`src/rtl/rec_seq_generator_if.sv`:
```
// rec_seq_generator_if: seed-load and sample-output handshakes of rec_seq_generator.
interface rec_seq_generator_if #(
    parameter int WIDTH = 32,
    parameter int IDX_W = 16
);
    logic             load_valid;
    logic [WIDTH-1:0] load_data;
    logic             load_ready;
    logic             seq_valid;
    logic             seq_ready;
    logic [WIDTH-1:0] seq;
    logic [IDX_W-1:0] seq_idx;
    modport master (input load_valid, load_data, seq_ready, output load_ready, seq_valid, seq, seq_idx);
    modport slave (output load_valid, load_data, seq_ready, input load_ready, seq_valid, seq, seq_idx);
endinterface

```
`src/rtl/rec_seq_generator.sv`:
```
// rec_seq_generator: parametrised linear-recurrence source with seed loading and valid/ready output.
// Define SEQ_GEN_SATURATE_EN to clamp overflowing terms to all-ones instead of wrapping.
module rec_seq_generator #(
    parameter int WIDTH = 32,
    parameter int DEPTH = 3,
    parameter int IDX_W = 16
) (
    input  logic             clk,
    input  logic             reset,
    input  logic [DEPTH-1:0] cfg_taps_i,
    input  logic             start_i,
    input  logic             stop_i,
    output logic             ovf_o,
    output logic             busy_o,
    rec_seq_generator_if.master bus
);
    localparam int SUM_W = WIDTH + $clog2(DEPTH);
    typedef enum logic {IDLE, RUN} state_e;
    state_e           state_q, state_d;
    logic [WIDTH-1:0] h_q [DEPTH];
    logic [WIDTH-1:0] h_d [DEPTH];
    logic [DEPTH-1:0] taps_q, taps_d;
    logic [IDX_W-1:0] idx_q, idx_d;
    logic             ovf_q, ovf_d;
    logic [SUM_W-1:0] sum;
    logic             wrap;
    logic [WIDTH-1:0] nxt;
    logic             shift;
    logic [WIDTH-1:0] shift_in;
    always_comb begin
        sum = '0;
        for (int i = 0; i < DEPTH; i++)
            sum = sum + (taps_q[i] ? SUM_W'(h_q[i]) : SUM_W'(0));
        wrap = |sum[SUM_W-1:WIDTH];
`ifdef SEQ_GEN_SATURATE_EN
        nxt = wrap ? '1 : sum[WIDTH-1:0];
`else
        nxt = sum[WIDTH-1:0];
`endif
    end
    // Loading a seed and emitting a sample are the same window shift, differing only in the new word.
    always_comb begin
        shift    = (state_q == IDLE) ? bus.load_valid : bus.seq_ready;
        shift_in = (state_q == IDLE) ? bus.load_data : nxt;
        state_d  = state_q;
        h_d      = h_q;
        taps_d   = taps_q;
        idx_d    = idx_q;
        ovf_d    = ovf_q;
        if (shift) begin
            for (int i = 0; i < DEPTH - 1; i++) h_d[i] = h_q[i+1];
            h_d[DEPTH-1] = shift_in;
        end
        if (state_q == IDLE) begin
            if (start_i) begin
                taps_d  = cfg_taps_i;
                idx_d   = '0;
                ovf_d   = 1'b0;
                state_d = RUN;
            end
        end else begin
            if (bus.seq_ready) begin
                idx_d = idx_q + IDX_W'(1);
                ovf_d = ovf_q | wrap;
            end
            if (stop_i) state_d = IDLE;
        end
    end
    always_ff @(posedge clk) begin
        if (reset) begin
            state_q <= IDLE;
            for (int i = 0; i < DEPTH; i++) h_q[i] <= (i == DEPTH - 1) ? WIDTH'(1) : '0;
            taps_q  <= DEPTH'(3);
            idx_q   <= '0;
            ovf_q   <= 1'b0;
        end else begin
            state_q <= state_d;
            h_q     <= h_d;
            taps_q  <= taps_d;
            idx_q   <= idx_d;
            ovf_q   <= ovf_d;
        end
    end
    assign bus.load_ready = (state_q == IDLE);
    assign bus.seq_valid  = (state_q == RUN);
    assign bus.seq        = h_q[0];
    assign bus.seq_idx    = idx_q;
    assign busy_o         = (state_q == RUN);
    assign ovf_o          = ovf_q;
endmodule
```
`src/flat_wrapper.sv`:
```
// flat-port wrapper written by rule: the top's interface ports become plain ports
module rec_seq_generator_flat 
#(
    parameter int WIDTH = 32,
    parameter int DEPTH = 3,
    parameter int IDX_W = 16
)
  (clk, reset, cfg_taps_i, start_i, stop_i, ovf_o, busy_o, bus_load_valid, bus_load_data, bus_seq_ready, bus_load_ready, bus_seq_valid, bus_seq, bus_seq_idx);
  rec_seq_generator_if #(.WIDTH(WIDTH), .IDX_W(IDX_W)) bus_i ();
  input  logic clk;
  input  logic reset;
  input  logic [DEPTH-1:0] cfg_taps_i;
  input  logic start_i;
  input  logic stop_i;
  output logic ovf_o;
  output logic busy_o;
  input wire logic [$bits(bus_i.load_valid)-1:0] bus_load_valid;
  input wire logic [$bits(bus_i.load_data)-1:0] bus_load_data;
  input wire logic [$bits(bus_i.seq_ready)-1:0] bus_seq_ready;
  output wire logic [$bits(bus_i.load_ready)-1:0] bus_load_ready;
  output wire logic [$bits(bus_i.seq_valid)-1:0] bus_seq_valid;
  output wire logic [$bits(bus_i.seq)-1:0] bus_seq;
  output wire logic [$bits(bus_i.seq_idx)-1:0] bus_seq_idx;
  assign bus_i.load_valid = bus_load_valid;
  assign bus_i.load_data = bus_load_data;
  assign bus_i.seq_ready = bus_seq_ready;
  assign bus_load_ready = bus_i.load_ready;
  assign bus_seq_valid = bus_i.seq_valid;
  assign bus_seq = bus_i.seq;
  assign bus_seq_idx = bus_i.seq_idx;
  rec_seq_generator #(.WIDTH(WIDTH), .DEPTH(DEPTH), .IDX_W(IDX_W)) u_core (.clk(clk), .reset(reset), .cfg_taps_i(cfg_taps_i), .start_i(start_i), .stop_i(stop_i), .ovf_o(ovf_o), .busy_o(busy_o), .bus(bus_i));
endmodule
```
`config.mk`:
```
export PLATFORM = sky130hd
export DESIGN_NAME = rec_seq_generator_flat
export DESIGN_NICKNAME = d
export VERILOG_FILES = /design/src/rtl/rec_seq_generator_if.sv /design/src/rtl/rec_seq_generator.sv /design/src/flat_wrapper.sv
export SDC_FILE = /design/constraint.sdc
export NUM_CORES = 1
export LEC_CHECK = 0
export CORE_MARGIN = 8
export CORE_UTILIZATION = 50
export CTS_BUF_LIST = sky130_fd_sc_hd__clkbuf_8 sky130_fd_sc_hd__clkbuf_16
export CTS_CLUSTER_DIAMETER = 150
export DETAILED_ROUTE_END_ITERATION = 12
export PLACE_DENSITY = 0.84
export SLEW_MARGIN = 20
export SYNTH_ARGS = -nofsm -noshare
export SYNTH_HDL_FRONTEND = slang
export SYNTH_SLANG_ARGS = --single-unit
```
`constraint.sdc`:
```
create_clock -name clk -period 4.53 [get_ports clk]
set_clock_uncertainty 0.2 [all_clocks]
set_input_delay 1.1325 -clock clk [delete_from_list [all_inputs] [get_ports clk]]
set_output_delay 1.1325 -clock clk [all_outputs]
set_load 0.05 [all_outputs]
```
* Word level (Yosys, flattened, before mapping)
Index checks and enable logic that the tools add are counted.
** Cells by class
- Muxes and demuxes :: 14
- Multipliers :: 0
- Bitwise gates (word level) :: 2
- $lt $le $gt $ge :: 0
- Add/sub/neg operators :: 3
- Div/mod/pow operators :: 0
- Equality and inequality tests :: 1
- Reduce and logical (&&, ||, !) cells :: 4
- Shifts and indexed selects :: 0
** Operators with widths (number)
- 32-bit 2-to-1 mux :: 4
- 34-bit adder :: 2
- 16-bit 2-to-1 mux :: 3
- 16-bit by 1-bit adder with 16-bit output (second input constant) :: 1
- 1-bit 2-to-1 mux :: 7
- 2-bit AND reduction :: 2
- 2-bit inequality test (second input constant) :: 1
- 2-bit nonzero test :: 1
- 2-bit OR reduction :: 1
- 1-bit inverter :: 1
- 1-bit OR :: 1
** Word-level totals
- Bits in latches :: 0
- Input bits :: 41
- Bits in registers :: 117
- Memories :: 0
- Output and inout port bits :: 52
- RAM bits :: 0
- Memory bits (read-only) :: 0
- Logic and storage cells :: 31

* Longest topological paths before layout
Gate-level depths: netlist of the first run.
- Depth in word-level cells :: 7
- Mapped depth :: 15
- Depth with buffers taken out :: 14

* Worst setup path after synthesis of the first run
No wires, ideal clock.
- Kind :: reg2reg
- Start :: register u_core.taps_q[2]
- End :: register u_core.h_q[27] (netlist bit)
- Arrival time :: 3.428 ns
- Data required time :: 4.268 ns
- Cell stages (with the launch flop) :: 16
- Buffers on the path :: 1
- Period minus slack after synthesis :: 3.689 ns
- Setup time :: 0.062 ns
- Path slack :: 0.841 ns
- Cell sequence :: dfxtp_1 -> clkbuf_1 -> nand2_1 -> fa_1 -> inv_1 -> ha_1 -> inv_1 -> fa_1 -> and2b_1 -> o211ai_1 -> a31oi_2 -> o21bai_1 -> o31a_1 -> o21ba_2 -> or4_1 -> nand3_1
** Between the ends
- Cells in the longest elaborated chain, start to end :: 3
** Ends and longest elaborated chain
- start, declared :: line rec_seq_generator.sv:22 : logic [DEPTH-1:0] taps_q, taps_d;
- start signal, assigned :: line rec_seq_generator.sv:79 : taps_q <= taps_d;
- 32-bit 2-to-1 mux :: line rec_seq_generator.sv:33 : sum = sum + (taps_q[i] ? SUM_W'(h_q[i]) : SUM_W'(0));
- 34-bit adder :: line rec_seq_generator.sv:33
- 32-bit 2-to-1 mux :: line rec_seq_generator.sv:44 : shift_in = (state_q == IDLE) ? bus.load_data : nxt;
- end signal, assigned :: line rec_seq_generator.sv:78 : h_q <= h_d;
- end, declared :: line rec_seq_generator.sv:20 : logic [WIDTH-1:0] h_q [DEPTH];
Every way passes these cells.
A chain may end at the register's enable or synchronous reset.

* Final worst setup path of the first run
- Start :: register u_core.taps_q[0]
- End :: register u_core.h_q[24] (netlist bit)
** Between the ends
- Cells in the longest elaborated chain, start to end :: 4
** Ends and longest elaborated chain (line)
- 32-bit 2-to-1 mux :: rec_seq_generator.sv:33
- 34-bit adder (2 in series) :: rec_seq_generator.sv:33
- 32-bit 2-to-1 mux :: rec_seq_generator.sv:44
Every way passes these cells.

==> summary.txt, run 1 <==
Status
  – Status: finished, final reports clean

Global routing
  – Number of global-route vias before repair: 7013
  – Largest net degree at the start of global routing: 81
  – Overflow left after global routing: 0
  – Met2 Usage GRT: 34.9%
  – First-pass GRT wire length: 33700 um
  – Met1 Use GR: 25.6%
  – Initial antenna violation count: 1
  – Gr busiest metal: met2
  – Met3 global-route usage: 5.23%
  – GRT Resource Usage Total: 20.9%

Placed design
  – Buffers added on ports: 92
  – Placed instance count: 1220
  – DP Wirelength: 13900 um
  – DP Worst Slack: 694 ps
  – RePlAce Congestion: 0.900

Timing
  – Fmax: 259 MHz
  – Period utilization: 85.3%
  – Max_slew headroom: 42.2%
  – RSZ-0062 raised after global routing: false
  – Min cycle time layout: 3860 ps
  – Hold Slack: 260 ps
  – Post-route setup slack: 667 ps
  – Least-Margin Pin Slew: 867 ps
  – Final setup fails: 0
  – Fin. max-slew vios: 0
  – Hold Violations, Final: 0
  – Total Neg Setup Slack: 0 ps

Floorplanning
  – Die ar.: 0.0194 mm^2
  – Rows: 45
  – Initial Util: 50.7%
  – Core ar.: 0.0150 mm^2
  – Die Y: 139 um
  – I/O pin total: 93
  – Die X-Extent: 139 um

Setup path
  – Critical path type: register to register
  – WP data required: 4630 ps
  – Cells on worst reg2reg path: 12
  – Startpoint Class: register
  – Crit path max fanout: 26
  – Data arrival, critical path: 3960 ps
  – CP Capture Type: register

Clocking
  – Hold_buf cts: 0
  – CTS Sinks: 117
  – Setup bufs post-CTS: 0
  – CTS resizes: 0
  – Number of buffers created by CTS: 17
  – Maximum clock insertion buffer count: 2
  – CTS clk-pin slew, worst paths: 60 ps
  – Worst-Skew Late Latency: 430 ps
  – Max H-tree Level: 4
  – Root Buffer: clkbuf_16
  – CTS tree: built

Drt
  – Vias: 7079
  – Vias per cell: 5.66
  – Detailed Routing Iterations Pass 1: 5
  – Post-DRT Antenna Nets: 0
  – Final WL: 19800 um
  – Remaining DRCs: 0
  – Initial DRC count: 581
  – Routed len/inst: 15.9 um

Power
  – LEAKAGE: 3.75 nW
  – Peak supply drop: 258 uV
  – Pwr/cell area: 326 mW/mm^2

Yosys
  – Largest cells by area after synthesis: dfxtp_1 31%, nand2_1 12%, fa_1 8.7%
  – Asr flop ratio synth: 0%
  – Synth area leader: dfxtp_1
  – Cell count after synthesis: 1015
  – Primary FF master, synth: dfxtp_1
  – EDFF count, synth: 0
  – YS warnings: 0
  – Synth cell types: 59
  – Synthesized flop and latch total: 117
  – Mapped Area: 0.00761 mm^2
  – Synth Net Count: 1121
  – Mapped Avg Cell Area: 7.50 um^2
  – Top cell type's share of synthesized area: 30.8%
  – Sequential element share of the synthesized area: 30.8%

Min path
  – Hold path depth: 2
  – Hold Path Class: register to register

Cells and area
  – # diodes: 0
  – Share of cells above drive strength 1: 5.46%
  – Most frequent cells in the layout: 251 x nand2_1, 117 x dfxtp_1, 108 x a21oi_1
  – Commonest non-fill, non-tap cell in the layout: nand2_1
  – Fin nets: 1157
  – P&R area growth vs syn: 18.9%
  – Finished Layout Cells: 1251

Flow run
  – Max cap viols: 0
-- cells in the mapped netlist, drive strengths merged, types with 2 or more instances --
library cell,instances
or2,6
nor2,58
and4,2
nor3b,2
clkbuf,47
o21bai,3
a21oi,108
o31ai,4
a21boi,2
and3,8
mux2i,11
a41o,2
ha,32
a21o,14
nor4,2
buf,43
nand2,252
nor3,16
a22oi,2
and2,8
nand3,22
a31oi,7
xor2,11
fa,33
nor2b,7
a211o,3
a211oi,17
inv,69
or3,7
nand4,11
o211ai,3
nand3b,5
o21a,6
o21ai,28
or4,2
o22ai,9
o2111ai,2
dfxtp,117
a2111oi,8
nand2b,4
xnor2,12
-- layer usage --
metal | vias to the layer above | wire length, um
met2 | 256 | 9370
met4 | 2 | 353
li1 | 3442 | -
met3 | 36 | 1300
met1 | 3343 | 8800
met5 | - | 8
-- power breakdown --
part / switching (mW) / internal (mW) / total, mW
Clock: 0.478 / 0.896 / 1.37
Sequential: 0.0480 / 1.08 / 1.13
Combinational: 0.278 / 0.164 / 0.442
-- critical path, cell delays in order, from the launching register on --
cell and delay, ps:
dfxtp_1 520, buf_12 220, nand2_1 90, fa_1 480
inv_1 40, ha_1 370, a211oi_1 260, o21ai_1 120
a41o_1 260, and3_1 210, nor3b_1 370, xor2_1 120
a2111oi_0 430
-- metrics by stage --
step | utilization, % | total power [mW] | area [um^2]
2_1_floorplan | - | 1.44 | 7610
3_3_place_gp | 56.2 | 1.58 | 8450
3_5_place_dp | 56.2 | 1.59 | 8450
4_1_cts | 60.2 | 2.96 | 9050
5_1_grt | 60.2 | 3.06 | 9050
6_report | 60.2 | 2.95 | 9050
-- registers in the layout, indices dropped and copies added (netlist names) --
register,count
u_core.bus.seq,32
u_core.taps_q,3
u_core.ovf_o,1
u_core.bus.seq_valid,1
u_core.bus.seq_idx,16
u_core.h_q,64
-- cell type report --
type	count	area, um^2
fillers	1303	5980
multi-input cells	738	4550
flip-flops and latches	117	2340
repair buffers	107	1060
clock buffers	20	467
inverters	70	263
well taps	188	235
clock inverters	11	134
-- cell families (layout without fill, tap and decap cells) --
kind of cell             after synthesis  in the layout  synth area share [%]
flip-flops                           117            117                  30.8
buffers and inverters                160            208                  9.56
adder cells (fa/ha/maj)               65             65                  13.9
AO/OA/AOI/OAI                        226            226                  18.3
AND/OR/NAND/NOR                      413            413                  23.3
multiplexers                          11             11                  1.45
XOR/XNOR                              23             23                  2.65
-- path summary, 6_finish.rpt --
path / from / endpoint / slack [ps]
setup / recovery: u_core.taps_q[0]$_SDFFE_PP1P_ / u_core.h_q[24]$_SDFFE_PP0P_ / 670
hold reg to reg: u_core.bus.seq[31]$_SDFFE_PP0P_ / u_core.bus.seq[31]$_SDFFE_PP0P_ / 260
hold / removal: u_core.bus.seq[31]$_SDFFE_PP0P_ / u_core.bus.seq[31]$_SDFFE_PP0P_ / 260
setup reg to reg: u_core.taps_q[0]$_SDFFE_PP1P_ / u_core.h_q[24]$_SDFFE_PP0P_ / 670
Note: power is estimated with default switching activity, not from simulation.
==> inputs of run 2 (changes only) <==
- CTS_CLUSTER_SIZE: unset -> 40
==> results of run 2 <==
No change in the layout: final DEF, timing and power equal those of run 1.
